==> src/rtl/bcd_entry_if.sv <==
// Handshake and data bundle between a controller and bcd_entry_sender.
interface bcd_entry_if;
    logic        start;
    logic [15:0] digits;
    logic [2:0]  count;
    logic        abort;
    logic [3:0]  input_data;
    logic        load;
    logic        busy;
    logic        done;
    logic        err;
    logic [1:0]  digit_idx;

    modport master (
        output start, digits, count, abort,
        input  input_data, load, busy, done, err, digit_idx
    );

    modport slave (
        input  start, digits, count, abort,
        output input_data, load, busy, done, err, digit_idx
    );
endinterface

==> src/rtl/bcd_entry_sender.sv <==
// Sends up to four BCD digits, each held for a setup window, strobed by a
// one-cycle active-low load pulse, then held through a gap window.
module bcd_entry_sender #(
    parameter int SETUP_CYC = 4,
    parameter int GAP_CYC   = 10
) (
    input logic        clk,
    input logic        reset,
    bcd_entry_if.slave bus
);

    typedef enum logic [2:0] {IDLE, SETUP, PULSE, GAP, DONE} state_t;

    state_t      state_q, state_nx;
    logic [4:0]  cyc_q, cyc_nx;
    logic [1:0]  idx_q, idx_nx;
    logic [2:0]  left_q, left_nx;
    logic [11:0] sh_q, sh_nx;
    logic [3:0]  data_q, data_nx;
    logic        load_q, load_nx;
    logic        busy_q, busy_nx;
    logic        done_q, done_nx;
    logic        err_q, err_nx;

    function automatic logic req_ok(input logic [15:0] d, input logic [2:0] n);
        logic ok;
        ok = (n >= 3'd1) && (n <= 3'd4);
        for (int i = 0; i < 4; i++) begin
            if ((i < int'(n)) && (d[15-4*i -: 4] > 4'd9)) ok = 1'b0;
        end
        return ok;
    endfunction

    always_comb begin
        state_nx = state_q;
        cyc_nx   = cyc_q;
        idx_nx   = idx_q;
        left_nx  = left_q;
        sh_nx    = sh_q;
        data_nx  = data_q;
        load_nx  = 1'b1;
        busy_nx  = busy_q;
        done_nx  = 1'b0;
        err_nx   = 1'b0;

        case (state_q)
            IDLE: begin
                if (bus.start) begin
                    if (req_ok(bus.digits, bus.count)) begin
                        state_nx = SETUP;
                        cyc_nx   = 5'd0;
                        idx_nx   = 2'd0;
                        left_nx  = bus.count - 3'd1;
                        sh_nx    = bus.digits[11:0];
                        data_nx  = bus.digits[15:12];
                        busy_nx  = 1'b1;
                    end else begin
                        err_nx = 1'b1;
                    end
                end
            end
            SETUP: begin
                if (cyc_q == 5'(SETUP_CYC - 1)) begin
                    state_nx = PULSE;
                    cyc_nx   = 5'd0;
                    load_nx  = 1'b0;
                end else begin
                    cyc_nx = cyc_q + 5'd1;
                end
            end
            PULSE: begin
                state_nx = GAP;
                cyc_nx   = 5'd0;
            end
            GAP: begin
                if (cyc_q == 5'(GAP_CYC - 1)) begin
                    cyc_nx = 5'd0;
                    if (left_q != 3'd0) begin
                        state_nx = SETUP;
                        idx_nx   = idx_q + 2'd1;
                        left_nx  = left_q - 3'd1;
                        data_nx  = sh_q[11:8];
                        sh_nx    = {sh_q[7:0], 4'h0};
                    end else begin
                        state_nx = DONE;
                        done_nx  = 1'b1;
                        busy_nx  = 1'b0;
                        data_nx  = 4'h0;
                        idx_nx   = 2'd0;
                    end
                end else begin
                    cyc_nx = cyc_q + 5'd1;
                end
            end
            DONE:    state_nx = IDLE;
            default: state_nx = IDLE;
        endcase

        // Abort overrides whatever transition the sequence would have taken.
        if (busy_q && bus.abort) begin
            state_nx = IDLE;
            cyc_nx   = 5'd0;
            idx_nx   = 2'd0;
            left_nx  = 3'd0;
            data_nx  = 4'h0;
            load_nx  = 1'b1;
            busy_nx  = 1'b0;
            done_nx  = 1'b0;
            err_nx   = 1'b0;
        end
    end

    always_ff @(posedge clk or posedge reset) begin
        if (reset) begin
            state_q <= IDLE;
            cyc_q   <= 5'd0;
            idx_q   <= 2'd0;
            left_q  <= 3'd0;
            data_q  <= 4'h0;
            load_q  <= 1'b1;
            busy_q  <= 1'b0;
            done_q  <= 1'b0;
            err_q   <= 1'b0;
        end else begin
            state_q <= state_nx;
            cyc_q   <= cyc_nx;
            idx_q   <= idx_nx;
            left_q  <= left_nx;
            data_q  <= data_nx;
            load_q  <= load_nx;
            busy_q  <= busy_nx;
            done_q  <= done_nx;
            err_q   <= err_nx;
        end
    end

    // Remaining captured nibbles are pure data; only read while busy.
    always_ff @(posedge clk) begin
        sh_q <= sh_nx;
    end

    assign bus.input_data = data_q;
    assign bus.load       = load_q;
    assign bus.busy       = busy_q;
    assign bus.done       = done_q;
    assign bus.err        = err_q;
    assign bus.digit_idx  = idx_q;

endmodule

==> src/flat_wrapper.sv <==
// flat-port wrapper written by rule: the top's interface ports become plain ports
module bcd_entry_sender_flat 
#(
    parameter int SETUP_CYC = 4,
    parameter int GAP_CYC   = 10
)
  (clk, reset, bus_start, bus_digits, bus_count, bus_abort, bus_input_data, bus_load, bus_busy, bus_done, bus_err, bus_digit_idx);
  bcd_entry_if bus_i ();
  input logic clk;
  input logic reset;
  input wire logic [$bits(bus_i.start)-1:0] bus_start;
  input wire logic [$bits(bus_i.digits)-1:0] bus_digits;
  input wire logic [$bits(bus_i.count)-1:0] bus_count;
  input wire logic [$bits(bus_i.abort)-1:0] bus_abort;
  output wire logic [$bits(bus_i.input_data)-1:0] bus_input_data;
  output wire logic [$bits(bus_i.load)-1:0] bus_load;
  output wire logic [$bits(bus_i.busy)-1:0] bus_busy;
  output wire logic [$bits(bus_i.done)-1:0] bus_done;
  output wire logic [$bits(bus_i.err)-1:0] bus_err;
  output wire logic [$bits(bus_i.digit_idx)-1:0] bus_digit_idx;
  assign bus_i.start = bus_start;
  assign bus_i.digits = bus_digits;
  assign bus_i.count = bus_count;
  assign bus_i.abort = bus_abort;
  assign bus_input_data = bus_i.input_data;
  assign bus_load = bus_i.load;
  assign bus_busy = bus_i.busy;
  assign bus_done = bus_i.done;
  assign bus_err = bus_i.err;
  assign bus_digit_idx = bus_i.digit_idx;
  bcd_entry_sender #(.SETUP_CYC(SETUP_CYC), .GAP_CYC(GAP_CYC)) u_core (.clk(clk), .reset(reset), .bus(bus_i));
endmodule
==> config.mk <==
export PLATFORM = sky130hd
export DESIGN_NAME = bcd_entry_sender_flat
export DESIGN_NICKNAME = d
export VERILOG_FILES = /design/src/rtl/bcd_entry_if.sv /design/src/rtl/bcd_entry_sender.sv /design/src/flat_wrapper.sv
export SDC_FILE = /design/constraint.sdc
export NUM_CORES = 1
export LEC_CHECK = 0
export ABC_AREA = 1
export CAP_MARGIN = 40
export CORE_UTILIZATION = 45
export CTS_CLUSTER_SIZE = 28
export DETAILED_ROUTE_END_ITERATION = 8
export PLACE_DENSITY = 0.72
export SLEW_MARGIN = 20
export SYNTH_ARGS = -nofsm -noshare
export SYNTH_HDL_FRONTEND = slang
export SYNTH_SLANG_ARGS = --single-unit
==> constraint.sdc <==
create_clock -name clk -period 2.4 [get_ports clk]
set_clock_uncertainty 0.2 [all_clocks]
set_input_delay 0.48 -clock clk [delete_from_list [all_inputs] [get_ports clk]]
set_output_delay 0.48 -clock clk [all_outputs]
set_load 0.03 [all_outputs]
==> results of run 1 <==
==> final timing paths <==
| check | start | end | slack [ns] |
|---|---|---|---|
| worst max register to register | u_core.state_q[2] | u_core.sh_q[1] | 0.39 |
| worst min register to register | u_core.bus.input_data[1] | u_core.bus.input_data[1] | 0.28 |
| worst max-delay path | bus_count[0] | u_core.sh_q[1] | 0.25 |
| max in group asynchronous | reset | u_core.bus.load | 1.40 |
| worst min-delay path | u_core.bus.input_data[1] | u_core.bus.input_data[1] | 0.28 |
| min in group asynchronous | reset | u_core.left_q[1] | 0.34 |
==> cells by family (layout without fill, tap and decap cells) <==
kind of cell,count (synthesis),count (layout)
XOR/XNOR,6,6
AO/OA/AOI/OAI,30,30
flip-flops,33,33
AND/OR/NAND/NOR,107,107
adder cells (fa/ha/maj),6,6
buffers and inverters,37,76
==> state kept, by name, summed over array words and instances (netlist names) <==
register               flops
u_core.left_q              3
u_core.bus.done            1
u_core.state_q             3
u_core.bus.load            1
u_core.sh_q               12
u_core.bus.input_data      4
u_core.bus.err             1
u_core.bus.busy            1
u_core.bus.digit_idx       2
u_core.cyc_q               5
==> per-stage QoR <==
step                worst slack [ns]  hold WS [ns]  instance area, sq um  power (uW)  util [%]
floorplan                      0.318         0.249                  1920        1680         -
global route                   0.117         0.304                  2380        2540      58.6
finish                         0.249         0.280                  2380        2370      58.6
detailed placement           -0.0228         0.269                  2290        1960      56.4
CTS                            0.248         0.284                  2380        2390      58.6
global placement              0.0220         0.266                  2290        1950      56.4
==> tightest hold or removal path: stages (launching register included) <==
cell	delay (ns)
dfrtp_1	0.34
nand2_1	0.06
o21ai_2	0.05
==> synth_stat cells (2+ instances only) <==
cell,number
o21ai_2,8
inv_2,7
nand4_1,5
buf_2,2
xor2_1,6
nor2_1,16
o21ai_0,8
buf_6,2
nand2_1,59
nand3_4,2
inv_1,24
nand3_2,4
nand3_1,9
edfxtp_1,12
o21ai_1,3
dfrtp_1,20
a22oi_1,4
o22ai_1,2
ha_1,6
nor2_2,3
nand2_2,5
==> power by group <==
| part | total [uW] | switching (uW) | internal [uW] |
|---|---|---|---|
| Sequential | 872 | 85.9 | 786 |
| Clock | 426 | 193 | 234 |
| Combinational | 1070 | 685 | 384 |
==> placed cells by master (no fill, tap or decap), drive strengths merged <==
cell and count:
ha 6, inv 32, nand3 15, clkdlybuf4s50 32, buf 4, o21ai 19, nand3b 1, nor2 20
nand2 65, edfxtp 12, a22oi 4, dfrtp 20, a32oi 1, xor2 6, a21oi 1, o211ai 1
nand4 6, a211oi 1, o22ai 3, clkbuf 8, dfstp 1
==> final cells by class <==
type	count	area, sq um	area share [%]
Inverter	32	123	5.15
Sequential cell	33	887	37.3
Tap cell	50	62.6	2.63
Clock buffer	8	90.1	3.79
Multi-Input combinational cell	149	867	36.4
Timing Repair Buffer	36	350	14.7
==> metal layers <==
layer	global-route usage, %	vias up	wire length, microns
met2	30.8	46	1680
met1	22.7	714	1810
met5	0	-	0
met3	4.73	6	173
met4	8.51	0	49
li1	-	789	-
==> metrics.md, run 1 <==
| Metric | Value |
|---|---|
| Stages on worst setup path | `9` |
| FF-to-FF path depth | `7` |
| Hold Path Depth | `2` |
| Worst Setup Start Kind | `input pin` |
| Number of antenna violations at the first check in global routing | `0` |
| CTS tree | `built` |
| Run status | `complete, no violations` |
| Maximum VDD drop | `0.000347 V` |
| Hold Vio Cnt, Final | `0` |
| Clock buffer depth | `2` |
| Top cell type's share of synthesized area | `26.1%` |
| Diode count | `0` |
| Relative slew slack | `72.6%` |
| Total Nets Final | `286` |
| CP Data Required Time | `2.17 ns` |
| Post-synth ARST share | `63.6%` |
| Seq cells post-synth | `33` |
| CTS root buffer | `clkbuf_8` |
| H-tree levels | `2` |
| RSZ-0062 raised after global routing | `no` |
| Simple-gate share of the synthesized area | `27.4%` |
| Final worst path period share | `89.6%` |
| Proportion of synthesized area in mux cells | `0%` |
| Later-pin clock latency in the skew report | `0.28 ns` |
| Setup TNS | `0 ns` |
| WL final | `3720 microns` |
| Post-Synth XOR/XNOR Area | `2.74%` |
| Worst setup EP type | `flip-flop` |
| First-pass GRT wire length | `6240 microns` |
| YS warnings | `0` |
| Critical path cell sequence | `clkdlybuf4s50_1, nor2_2, nand2_1, nand2_1, nand2_1, inv_2, nand3_2, a211oi_2, buf_4` |
| HPWL after DPL | `2800 microns` |
| Port Buffers | `32` |
| Iteration-0 DRC Markers | `92` |
| Adder-cell share of the synthesized area | `3.91%` |
| Crit-path most repeated cell | `nand2_1` |
| Clock Sinks | `33` |
| Chip Width | `67.3 microns` |
| Drt pass-1 iters | `4` |
| DRC | `0` |
| Initial Util | `47.3%` |
| Core area | `4060 sq um` |
| Top delay family on crit path | `buffers and inverters` |
| CP max-delay cell | `clkdlybuf4s50_1` |
| Sequential-to-total area share from yosys stat | `46.2%` |
| GP Congestion | `0.805` |
| Worst Hold Class | `reg2reg` |
| Area Growth Syn to Fin | `24.0%` |
| Num CTS Buffers | `5` |
| Vias | `1555` |
| Die height | `67.3 microns` |
| Setup Viol. Count Final | `0` |
| Dominant cell type by area after synthesis | `dfrtp_1` |
| Post-Syn Area per Cell | `8.76 sq um` |
| CP Max Fanout | `12` |
| Synthesized instance count | `219` |
| Largest family of logic cells by synthesized area | `simple AND/OR/NAND/NOR gates` |
| Pin count of the biggest net entering global routing | `22` |
| Placed Instances | `300` |
| Power Density | `995 nW/um^2` |
| Compound-Gate Fraction of Synth Area | `10.9%` |
| Worst-Margin Slew | `0.410 ns` |
| Primary FF master, synth | `dfrtp_1` |
| Slew Viols, Final | `0` |
| Postcts setup bufs | `0` |
| Clock slew at reported path FFs | `0.06 ns` |
| Row cnt | `23` |
| Vias in the first global route | `1431` |
| Crit-path max cell delay | `0.48 ns` |
| Area of the die | `4530 sq um` |
| Arr. time, crit path | `1.92 ns` |
| Share of cells above drive strength 1 | `17.8%` |
| CP Buf/Inv Count | `3` |
| Vias per cell | `5.05` |
| Fillers | `369` |
| Mapped Area | `1920 sq um` |
| Top post-synthesis cells by area | `dfrtp_1, edfxtp_1, nand2_1` |
| Critical path type | `in2reg` |
| Maxcap violations | `0` |
| Remaining antenna violation count | `0` |
| Post-Syn Nets | `248` |
| Distinct cell type count after synthesis | `33` |
| IO Pins | `33` |
| Finished Layout Cells | `308` |
| Resized cells post-CTS | `0` |
| Min Tclk post-route | `2.15 ns` |
| Total gr overflow | `0` |
| Hold buffers post-CTS | `0` |
| GRT Total Usage | `18.6%` |
| Number of synthesized flops with an enable pin | `12` |
| Max Freq | `465 MHz` |
| Wire per inst | `12.1 microns` |
| P_leak | `0.00110 uW` |
Note: power is estimated with default switching activity, not from simulation.
==> inputs of run 2 (changes only) <==
--- a/config.mk
+++ b/config.mk
@@ -7,7 +7,9 @@
 export LEC_CHECK = 0
 export ABC_AREA = 1
 export CAP_MARGIN = 40
+export CORE_ASPECT_RATIO = 0.5
 export CORE_UTILIZATION = 45
+export CTS_BUF_LIST = sky130_fd_sc_hd__clkbuf_16
 export CTS_CLUSTER_SIZE = 28
 export DETAILED_ROUTE_END_ITERATION = 8
 export PLACE_DENSITY = 0.72
==> run 2 against run 1 <==
Sequential cell count stayed put; non-clock buffer count is 2 higher; setup slack worse by 0.0079 ns; critical path type unchanged; largest cell class unchanged; largest power group unchanged; highest routed layer is now met3.
==> metrics.md, run 2 (synthesis results as in run 1) <==
| Metric | Value |
|---|---|
| Hold WS | `0.285 ns` |
| Commonest cells after routing, fill and taps aside | `nand2_1, clkdlybuf4s50_1, inv_1` |
| Number of antenna violations at the first check in global routing | `0` |
| RSZ-0062 raised after global routing | `no` |
| Share of cells above drive strength 1 | `18.1%` |
| Relative slew slack | `71.5%` |
| Total Nets Final | `288` |
| Finished Layout Cells | `314` |
| Postcts setup bufs | `0` |
| GRT Total Usage | `19.8%` |
| CTS root buffer | `clkbuf_16` |
| Wire per inst | `12.8 microns` |
| Port Buffers | `32` |
| Core area | `3980 sq um` |
| Vias | `1578` |
| Area of the die | `4550 sq um` |
| CTS tree | `built` |
| H-tree levels | `2` |
| Die height | `48.2 microns` |
| Arr. time, crit path | `2.17 ns` |
| Vias per cell | `5.03` |
| Hold Vio Cnt, Final | `0` |
| Row cnt | `16` |
| Num CTS Buffers | `5` |
| Setup TNS | `0 ns` |
| Internal | `1560 uW` |
| CP Max Fanout | `14` |
| Fillers | `335` |
| Total gr overflow | `0` |
| Diode count | `0` |
| Clock Sinks | `33` |
| Critical path type | `in2reg` |
| Critical path cell sequence | `clkdlybuf4s50_1, nor2_2, nand2_1, nand2_1, nand2_1, inv_2, nand3_2, nand3_4, nand3_4, nor2_1, nand2_1, nand2_1` |
| Worst Hold Class | `reg2reg` |
| P_leak | `0.00114 uW` |
| Flop2flop setup slack | `0.40 ns` |
| Final Power | `2570 uW` |
| Switching share of power | `39.4%` |
| Run status | `complete, no violations` |
| Remaining antenna violation count | `0` |
| Clock slew at reported path FFs | `0.05 ns` |
| Initial Util | `48.2%` |
| Final worst path period share | `90.0%` |
| Final instance area | `2450 sq um` |
| CP max-delay cell | `clkdlybuf4s50_1` |
| Max FFs per register | `12` |
| Clock buffer depth | `2` |
| Top reg by flops | `u_core.sh_q` |
| Crit-path max cell delay | `0.48 ns` |
| Setup Viol. Count Final | `0` |
| Flop pwr share | `34.3%` |
| HPWL after DPL | `3030 microns` |
| Power Density | `1050 nW/um^2` |
| Chip Width | `94.4 microns` |
| First-pass GRT wire length | `6690 microns` |
| Later-pin clock latency in the skew report | `0.27 ns` |
| NetSw | `1010 uW` |
| Placed Area | `2310 sq um` |
| WL final | `4020 microns` |
| Maxcap violations | `0` |
| CP Buf/Inv Count | `2` |
| Most common cell after layout, fill and taps aside | `nand2_1` |
| Top delay family on crit path | `simple AND/OR/NAND/NOR gates` |
| Comb pwr share | `42.9%` |
| Iteration-0 DRC Markers | `118` |
| Slew Viols, Final | `0` |
| Min Tclk post-route | `2.16 ns` |
| Placed Instances | `306` |
| Drt pass-1 iters | `4` |
| Vias in the first global route | `1460` |
| Pin count of the biggest net entering global routing | `15` |
| Max Freq | `463 MHz` |
| Worst setup EP type | `flip-flop` |
| Hold buffers post-CTS | `0` |
| Worst Setup Start Kind | `input pin` |
| IO Pins | `33` |
| Maximum VDD drop | `0.000396 V` |
| Clock power frac | `22.8%` |
| Worst-Margin Slew | `0.427 ns` |
| GP Congestion | `0.903` |
| Resized cells post-CTS | `0` |
| Crit-path most repeated cell | `nand2_1` |
| DRC | `0` |
| CP Data Required Time | `2.41 ns` |
| Area Growth Syn to Fin | `27.4%` |
## run 2: layout make-up
cell class	count	area, sq um	area share, %
Sequential cell	33	887	36.3
Multi-Input combinational cell	149	867	35.4
Timing Repair Buffer	38	365	14.9
Clock buffer	5	125	5.12
Inverter	32	123	5.01
Tap cell	54	67.6	2.76
Clock inverter	3	11.3	0.460
## run 2: tightest hold or removal path, stage by stage (launching register included)
cell and delay [ns]:
dfrtp_1 0.34, nand2_1 0.07, o21ai_2 0.05
## run 2: metrics by stage
stage / setup WS (ns) / utilization, %
floorplan: 0.318 / -
global placement: 0.0692 / 58.0
detailed placement: -0.0285 / 58.0
CTS: 0.240 / 61.4
global route: 0.0658 / 61.4
finish: 0.241 / 61.4
## run 2: path summary, 6_finish.rpt
path,depth (start not counted),startpoint,endpoint
max,12,bus_count[0],u_core.left_q[1]
min,2,u_core.bus.input_data[1],u_core.bus.input_data[1]
max reg2reg,7,u_core.state_q[2],u_core.bus.input_data[2]
min reg2reg,2,u_core.bus.input_data[1],u_core.bus.input_data[1]
max in group asynchronous,3,reset,u_core.cyc_q[2]
min in group asynchronous,2,reset,u_core.bus.input_data[2]
## run 2: per-layer routing
metal	track usage [%]	routed length [microns]	vias up
met1	26.1	1920	744
met4	3.38	0	0
li1	-	-	790
met2	34.5	1880	44
met3	5.30	215	0
met5	0	0	-
## run 2: power by group through the flow
stage | clock, uW | combinational (uW) | sequential, uW
6_report | 585 | 1100 | 880
3_3_place_gp | 0 | 1070 | 883
2_1_floorplan | 0 | 721 | 964
5_1_grt | 628 | 1210 | 902
3_5_place_dp | 0 | 1100 | 890
4_1_cts | 599 | 1100 | 881
